--- config.mk ---
export PLATFORM = sky130hd
export DESIGN_NAME = imem_loader
export DESIGN_NICKNAME = d
export VERILOG_FILES = /design/src/rtl/imem_loader.sv
export SDC_FILE = /design/constraint.sdc
export NUM_CORES = 1
export LEC_CHECK = 0
export ABC_CLOCK_PERIOD_IN_PS = 2800
export CORE_ASPECT_RATIO = 1.1
export CORE_MARGIN = 2
export CORE_UTILIZATION = 25
export DETAILED_ROUTE_END_ITERATION = 6
export MAX_ROUTING_LAYER = met4
export PLACE_DENSITY = 0.51
export SETUP_SLACK_MARGIN = 0.05
export SLEW_MARGIN = 20
export SYNTH_ARGS = -nofsm -noshare
export SYNTH_HDL_FRONTEND = slang
export SYNTH_SLANG_ARGS = --single-unit
--- constraint.sdc ---
create_clock -name clk -period 2.8 [get_ports clk]
set_input_delay 0.56 -clock clk [delete_from_list [all_inputs] [get_ports clk]]
set_output_delay 0.56 -clock clk [all_outputs]
set_load 0.02 [all_outputs]
--- src/rtl/imem_loader.sv ---
// Boot-time instruction-memory loader: packs a little-endian byte stream into WIDTH-bit
// words, writes them from address 0 upward, and holds the core in reset until done.
module imem_loader #(
   parameter int WIDTH  = 32,
   parameter int DEPTH  = 64,
   parameter int ADDR_W = 6
) (
   input  logic              clk,
   input  logic              rst,
   input  logic              load_start,
   input  logic [ADDR_W:0]   load_len,
   input  logic              byte_valid,
   input  logic [7:0]        byte_data,
   output logic              byte_ready,
   output logic              mem_we,
   output logic [ADDR_W-1:0] mem_addr,
   output logic [WIDTH-1:0]  mem_wdata,
   output logic              busy,
   output logic              done,
   output logic              err,
   output logic              core_rst
);

   localparam int BYTES  = WIDTH / 8;
   localparam int BCNT_W = (BYTES > 1) ? $clog2(BYTES) : 1;
   localparam logic [ADDR_W:0]   DEPTH_L   = (ADDR_W + 1)'(DEPTH);
   localparam logic [BCNT_W-1:0] BCNT_LAST = BCNT_W'(BYTES - 1);

   typedef enum logic [1:0] {
      S_IDLE  = 2'd0,
      S_RECV  = 2'd1,
      S_WRITE = 2'd2,
      S_DONE  = 2'd3
   } state_e;

   state_e            state_q, state_d;
   logic [ADDR_W:0]   len_q, len_d;
   logic [BCNT_W-1:0] byte_cnt_q, byte_cnt_d;
   logic [ADDR_W-1:0] mem_addr_q, mem_addr_d;
   logic [WIDTH-1:0]  mem_wdata_q, mem_wdata_d;
   logic              err_q, err_d;
   logic              core_rst_q, core_rst_d;
   logic              byte_ready_q, byte_ready_d;
   logic              mem_we_q, mem_we_d;
   logic              busy_q, busy_d;
   logic              done_q, done_d;
   logic              xfer_s;
   logic              last_word_s;

   // Next-state, datapath and registered-output decode
   always_comb begin
      state_d     = state_q;
      len_d       = len_q;
      byte_cnt_d  = byte_cnt_q;
      mem_addr_d  = mem_addr_q;
      mem_wdata_d = mem_wdata_q;
      err_d       = err_q;
      core_rst_d  = core_rst_q;
      xfer_s      = (state_q == S_RECV) && byte_valid;
      // len_q >= 1 and addr only advances while addr+1 < len_q, so addr stays below DEPTH
      last_word_s = (({1'b0, mem_addr_q} + (ADDR_W + 1)'(1)) == len_q);

      case (state_q)
         S_IDLE: begin
            if (load_start) begin
               if ((load_len != (ADDR_W + 1)'(0)) && (load_len <= DEPTH_L)) begin
                  len_d      = load_len;
                  err_d      = 1'b0;
                  byte_cnt_d = '0;
                  mem_addr_d = '0;
                  core_rst_d = 1'b1;
                  state_d    = S_RECV;
               end else begin
                  err_d = 1'b1;
               end
            end else begin
               state_d = S_IDLE;
            end
         end
         S_RECV: begin
            if (xfer_s) begin
               mem_wdata_d[8 * int'(byte_cnt_q) +: 8] = byte_data;
               if (byte_cnt_q == BCNT_LAST) begin
                  byte_cnt_d = '0;
                  state_d    = S_WRITE;
               end else begin
                  byte_cnt_d = byte_cnt_q + BCNT_W'(1);
               end
            end else begin
               state_d = S_RECV;
            end
         end
         S_WRITE: begin
            if (last_word_s) begin
               core_rst_d = 1'b0;
               state_d    = S_DONE;
            end else begin
               mem_addr_d = mem_addr_q + ADDR_W'(1);
               state_d    = S_RECV;
            end
         end
         S_DONE: begin
            state_d = S_IDLE;
         end
         default: begin
            state_d = S_IDLE;
         end
      endcase

      byte_ready_d = (state_d == S_RECV);
      mem_we_d     = (state_d == S_WRITE);
      busy_d       = (state_d == S_RECV) || (state_d == S_WRITE);
      done_d       = (state_d == S_DONE);
   end

   // State and output registers with synchronous reset
   always_ff @(posedge clk) begin
      if (rst) begin
         state_q      <= S_IDLE;
         len_q        <= '0;
         byte_cnt_q   <= '0;
         mem_addr_q   <= '0;
         mem_wdata_q  <= '0;
         err_q        <= 1'b0;
         core_rst_q   <= 1'b1;
         byte_ready_q <= 1'b0;
         mem_we_q     <= 1'b0;
         busy_q       <= 1'b0;
         done_q       <= 1'b0;
      end else begin
         state_q      <= state_d;
         len_q        <= len_d;
         byte_cnt_q   <= byte_cnt_d;
         mem_addr_q   <= mem_addr_d;
         mem_wdata_q  <= mem_wdata_d;
         err_q        <= err_d;
         core_rst_q   <= core_rst_d;
         byte_ready_q <= byte_ready_d;
         mem_we_q     <= mem_we_d;
         busy_q       <= busy_d;
         done_q       <= done_d;
      end
   end

   assign byte_ready = byte_ready_q;
   assign mem_we     = mem_we_q;
   assign mem_addr   = mem_addr_q;
   assign mem_wdata  = mem_wdata_q;
   assign busy       = busy_q;
   assign done       = done_q;
   assign err        = err_q;
   assign core_rst   = core_rst_q;

endmodule

Yosys cells after proc, flatten, opt, wreduce, memory -nomap -nowiden
Index checks and enable logic that the tools add are counted.
{"block": "totals", "regBits": 55, "latchBits": 0, "ram_bits": 0, "mem_bits_ro": 0, "inputBits": 19, "out_inout_bits": 44, "wordCells": 65, "memories": 0}
{"block": "classes", "addsub": 4, "n_mul": 0, "div_mod_pow": 0, "n_lt_le_gt_ge": 1, "n_eq_ne": 13, "shift": 2, "muxes": 21, "n_bitwise": 0, "n_reduce_logical": 13}
{"op": "5-bit negator with 33-bit output", "count": 1}
{"op": "8-bit by 33-bit variable shift with 32-bit output (first input constant)", "count": 1}
{"op": "8-bit by 33-bit indexed part select with 32-bit output", "count": 1}
{"op": "32-bit bitwise mux", "count": 1}
{"op": "2-bit 2-to-1 mux", "count": 9}
{"op": "6-bit 2-to-1 mux", "count": 3}
{"op": "6-bit case mux with 2 select lines", "count": 1}
{"op": "4-bit AND reduction", "count": 3}
{"op": "2-bit == test (second input constant)", "count": 5}
{"op": "2-bit != test (second input constant)", "count": 5}
{"op": "2-bit case mux with 4 select lines", "count": 1}
{"op": "6-bit by 1-bit adder with 7-bit output (second input constant)", "count": 1}
{"op": "7-bit == test", "count": 1}
{"op": "7-bit <= comparator (second input constant)", "count": 1}
{"op": "7-bit nonzero test", "count": 1}
{"op": "6-bit by 1-bit adder with 6-bit output (second input constant)", "count": 1}
{"op": "2-bit by 1-bit == test with 1-bit output (second input constant)", "count": 2}
{"op": "1-bit 2-to-1 mux", "count": 4}
{"op": "2-bit case mux with 2 select lines", "count": 1}
{"op": "2-bit AND reduction", "count": 2}
{"op": "2-bit nonzero test", "count": 2}
{"op": "3-bit AND reduction", "count": 1}
{"op": "2-bit by 1-bit adder with 2-bit output (second input constant)", "count": 1}
{"op": "1-bit logical AND", "count": 2}
{"op": "3 further kinds", "count": 3}

Longest topological paths before layout
{"block": "logic_depth", "ltp_word": 7, "depth_mapped": 8, "mapped_depth_nobuf": 8}

Worst setup path after synthesis
No wires, ideal clock.
{"block": "synth_timing", "kind": "input-to-reg", "startpoint": "in load_len[0]", "endpoint": "reg busy_q (netlist: busy)", "setup_time_ns": 0.126, "arrival_time_ns": 2.181, "required_time_ns": 2.674, "setup_slack_ns": 0.492, "cell_stages": 7, "n_path_buf": 0, "cell_sequence": "or4_4 or4_1 nand3_1 a22o_1 inv_1 ha_1 nor2_1"}
{"block": "synth_via", "elab_chain_cells": 7, "word_cells_on_any_way": 9, "classes_between": "order compare (1); eq/ne (2); mux (3); reduce/logical (3)"}
{"item": "start, declared", "line_no": "11", "text": "input logic [ADDR_W:0] load_len,"}
{"item": "7-bit <= comparator / 7-bit nonzero test (equally long branches)", "line_no": "66", "text": "if ((load_len != (ADDR_W + 1)'(0)) && (load_len <= DEPTH_L)) begin"}
{"item": "1-bit logical AND (*)", "line_no": "66"}
{"item": "2-bit 2-to-1 mux (*)", "line_no": "66"}
{"item": "2-bit 2-to-1 mux (*)", "line_no": "65", "text": "if (load_start) begin"}
{"item": "2-bit case mux with 4 select lines (*)", "line_no": "63", "text": "case (state_q)"}
{"item": "via state_d[0]", "line_no": "36", "text": "state_e state_q, state_d;"}
{"item": "2-bit by 1-bit == test with 1-bit output / 2-bit == test (equally long branches)", "line_no": "112", "text": "busy_d = (state_d == S_RECV) || (state_d == S_WRITE);"}
{"item": "1-bit logical OR (*)", "line_no": "112"}
{"item": "end signal, assigned", "line_no": "140", "text": "busy_q <= busy_d;"}
{"item": "end, declared", "line_no": "45", "text": "logic busy_q, busy_d;"}
Mark *: on every way through the listed nets, which the timed path passes. The rest lies on a longest branch.
A chain may end at the register's enable or synchronous reset.

Worst setup path in the final report
{"block": "layout_timing", "startpoint": "in load_len[0]", "endpoint": "reg core_rst_q (netlist: core_rst)"}
{"block": "layout_via", "elab_chain_cells": 4, "word_cells_on_any_way": 5, "classes_between": "order compare (1); eq/ne (1); reduce/logical (3)"}
{"item": "7-bit <= comparator / 7-bit nonzero test (equally long branches)", "line_no": "66"}
{"item": "1-bit logical AND (*)", "line_no": "66"}
{"item": "2-bit != test (no source line) (*)"}
{"item": "4-bit AND reduction (no source line) (*)"}
{"item": "end signal, assigned", "line_no": "137", "text": "core_rst_q <= core_rst_d;"}
{"item": "end, declared", "line_no": "42", "text": "logic core_rst_q, core_rst_d;"}
Mark *: on every way between the ends. The rest lies on a longest branch, timed or not.

==> run_results.csv <==
group,metric,value,unit
synthesis,yosysTopAreaCell,"dfxtp_1",
pwr,p_per_area,409,nW/um^2
global_route,grt_overflow_total,0,
clocking,clk_pin_slew,0.09,ns
sta,setup_viol,0,
critical_path,cp_slowest_stage_delay,0.57,ns
place,port_buffers,62,
synthesis,synth_top_family_by_area,"simple AND/OR/NAND/NOR gates",
synthesis,synth_top_area_share,0.439,
finish,drive_gt1_frac,0.0623,
finish,fillers,1059,
synthesis,synth_cells,299,
finish,syn_to_final_growth,35.7,%
sta,finalSetupTns,0,ns
drt,wl,6.83,mm
drt,initialDrtViolationCount,57,
sta,drv_slew,0,
critical_path,critPathSlowestCell,"or4_4",
critical_path,cp_top_family,"simple AND/OR/NAND/NOR gates",
synthesis,ys_ff_latch,55,
synthesis,synth_compound_area_frac,0.144,
floorplanning,rows,38,
drt,ant_nets,0,
synthesis,synth_mux_area_frac,0.0280,
drt,firstDrtPassIters,4,
synthesis,synth.distinct_cells,38,
sta,finalCriticalPeriod,2.47,ns
floorplanning,dieHeight,109,um
clocking,cts_hold_buf,0,
floorplanning,start_util,0.256,
synthesis,yosysWarnings,0,
clocking,clk_latency,0.31,ns
synthesis,ys.flop_type,"dfxtp_1",
sta,max-slew-margin-rel,0.606,
sta,finalHoldViolCount,0,
clocking,cts_tree,"yes",
synthesis,syn_area,2510,sq um
critical_path,cp_data_required_time,3.00,ns
drt,routed_via_density,4.77,
synthesis,yosysSeqAreaShare,0.439,
clocking,cts-root-buf,"clkbuf_8",
critical_path,critPathKind,"in -> reg",
sta,rsz0062_at_grt,"no",
finish,multi_input_area,1330,sq um
clocking,ctsResizeCount,0,
synthesis,synthAdderAreaFrac,0.0499,
status,outcome,"finished, final reports clean",
sta,timing.hold.ws,0.455,ns
clocking,cts_buffers,5,
critical_path,cp_num_buf_inv,3,
synthesis,async_flop_share,0,
global_route,grtUsageTotal,0.129,
floorplanning,coreArea,9790,sq um
worst_hold_path,hp-class,"reg -> reg",
critical_path,cp-end-kind,"flop",
global_route,grt_max_degree,52,
global_route,antenna_found_initial,0,
sta,min_period_over_period,0.881,
global_route,grt_pass1_wl,10.9,mm
synthesis,syn_area_per_cell,8.38,sq um
pwr,vdd_ir_drop_max,218,uV
clocking,post_cts_buffers,0,
critical_path,cp_max_fo,7,
synthesis,syn_nets,328,
drt,wl_per_cell,14.0,um
synthesis,synthSimpleGateAreaFrac,0.284,
synthesis,synth-edff-count,0,
clocking,clock_path_buffers,2,
finish,seqCellArea,1100,sq um
sta,tightest_slew,0.590,ns
synthesis,synth_area_leaders,"dfxtp_1, a21oi_1, nand3_1",
floorplanning,pin_count,63,
finish,final_cell_mix,"clkdlybuf4s50_1, dfxtp_1, nand2_1, a21oi_1, nand3_1",
synthesis,synthXorXnorAreaFrac,0.0245,
clocking,clock_sinks,55,
sta,clock_skew,0.00743,ns
critical_path,cp-start-kind,"input pin",
drt,remaining_drc_errors,0,
place,dpl.hpwl,5.00,mm
finish,mostFrequentLayoutCell,"clkdlybuf4s50_1",
global_route,grt_pass1_vias,2187,
pwr,p_leak,1.20,nW
critical_path,path_cells,"clkdlybuf4s50_1 > or4_4 > or4_1 > buf_4 > nand3_2 > inv_1 > a211o_1",
run,maxCapViolCount,0,
finish,finalNetCount,397,
sta,max_freq,405,MHz
finish,diodes,0,
drt,vias,2333,
floorplanning,die_area,10800,sq um
floorplanning,die_w,99.5,um
place,gp_congestion,0.770,
critical_path,crit_arrival,2.67,ns
clocking,htree_levels,2,
## worst reg2reg max path: cells and delay by family (launching register included)
kind                     cells  cell delay (ns)
XOR/XNOR                     1             0.50
adder cells (fa/ha/maj)      2             0.45
AND/OR/NAND/NOR              5             0.84
flip-flops                   1             0.41
## cell families after synthesis
| logic type | after synthesis |
|---|---|
| adder cells (fa/ha/maj) | 10 |
| XOR/XNOR | 7 |
| flip-flops | 55 |
| multiplexers | 7 |
| AO/OA/AOI/OAI | 61 |
| AND/OR/NAND/NOR | 139 |
| buffers and inverters | 20 |
## sequential cells by signal (all words and copies together), names as in the netlist
signal	cells
state_q	2
byte_ready	1
busy	1
mem_addr	6
core_rst	1
err	1
byte_cnt_q	2
mem_we	1
mem_wdata	32
done	1
len_q	7
## routing by layer
metal	wire, um	vias to the layer above	global-route usage
met5	0	-	-
met4	78	0	0.0333
met3	404	9	0.0276
met2	3100	67	0.209
met1	3250	1063	0.166
li1	-	1194	-
## synth_stat cells, types with 3 or more instances
| master | number |
|---|---|
| o21ai_0 | 3 |
| nand2_1 | 43 |
| nor2_1 | 16 |
| ha_1 | 10 |
| inv_1 | 8 |
| and2_1 | 7 |
| a21oi_1 | 38 |
| nand4b_1 | 3 |
| dfxtp_1 | 55 |
| nor3b_1 | 4 |
| xor2_1 | 3 |
| clkbuf_1 | 12 |
| nor3_1 | 7 |
| a31oi_1 | 5 |
| xnor2_1 | 4 |
| o31ai_1 | 4 |
| nor2b_1 | 5 |
| nand3_1 | 36 |
| mux2i_1 | 7 |
## layout make-up
class,instances,share of cell area
Clock buffer,6,0.0213
Clock inverter,2,0.00368
Timing Repair Buffer,74,0.207
Sequential cell,55,0.324
Inverter,8,0.00883
Multi-Input combinational cell,224,0.391
Tap cell,120,0.0441
## through the flow
| stage | std cells | power, W | setup WS, ns | area (sq um) | utilization |
|---|---|---|---|---|---|
| 3_3_place_gp | 481 | 0.000974 | 0.0248 | 3320 | 0.339 |
| 5_1_grt | 489 | 0.00146 | 0.241 | 3400 | 0.347 |
| 4_1_cts | 489 | 0.00141 | 0.341 | 3400 | 0.347 |
| 2_1_floorplan | 299 | 0.000896 | 0.492 | 2510 | - |
| 6_report | 489 | 0.00139 | 0.334 | 3400 | 0.347 |
| 3_5_place_dp | 481 | 0.000975 | 0.00454 | 3320 | 0.339 |
## final timing paths
kind / from / end / slack (ns) / cells after the start
max reg2reg: mem_addr[1] / mem_we / 0.47 / 8
min reg2reg: mem_wdata[12] / mem_wdata[12] / 0.45 / 2
min: mem_wdata[12] / mem_wdata[12] / 0.45 / 2
max: load_len[0] / core_rst / 0.33 / 7
## where the power goes
group,internal [W],switching (W),leakage (nW)
combinational,0.0000673,0.0000812,0.710
clock,0.000176,0.000259,0.0412
sequential,0.000795,0.0000121,0.445
Power figures use the tool's default switching activity.
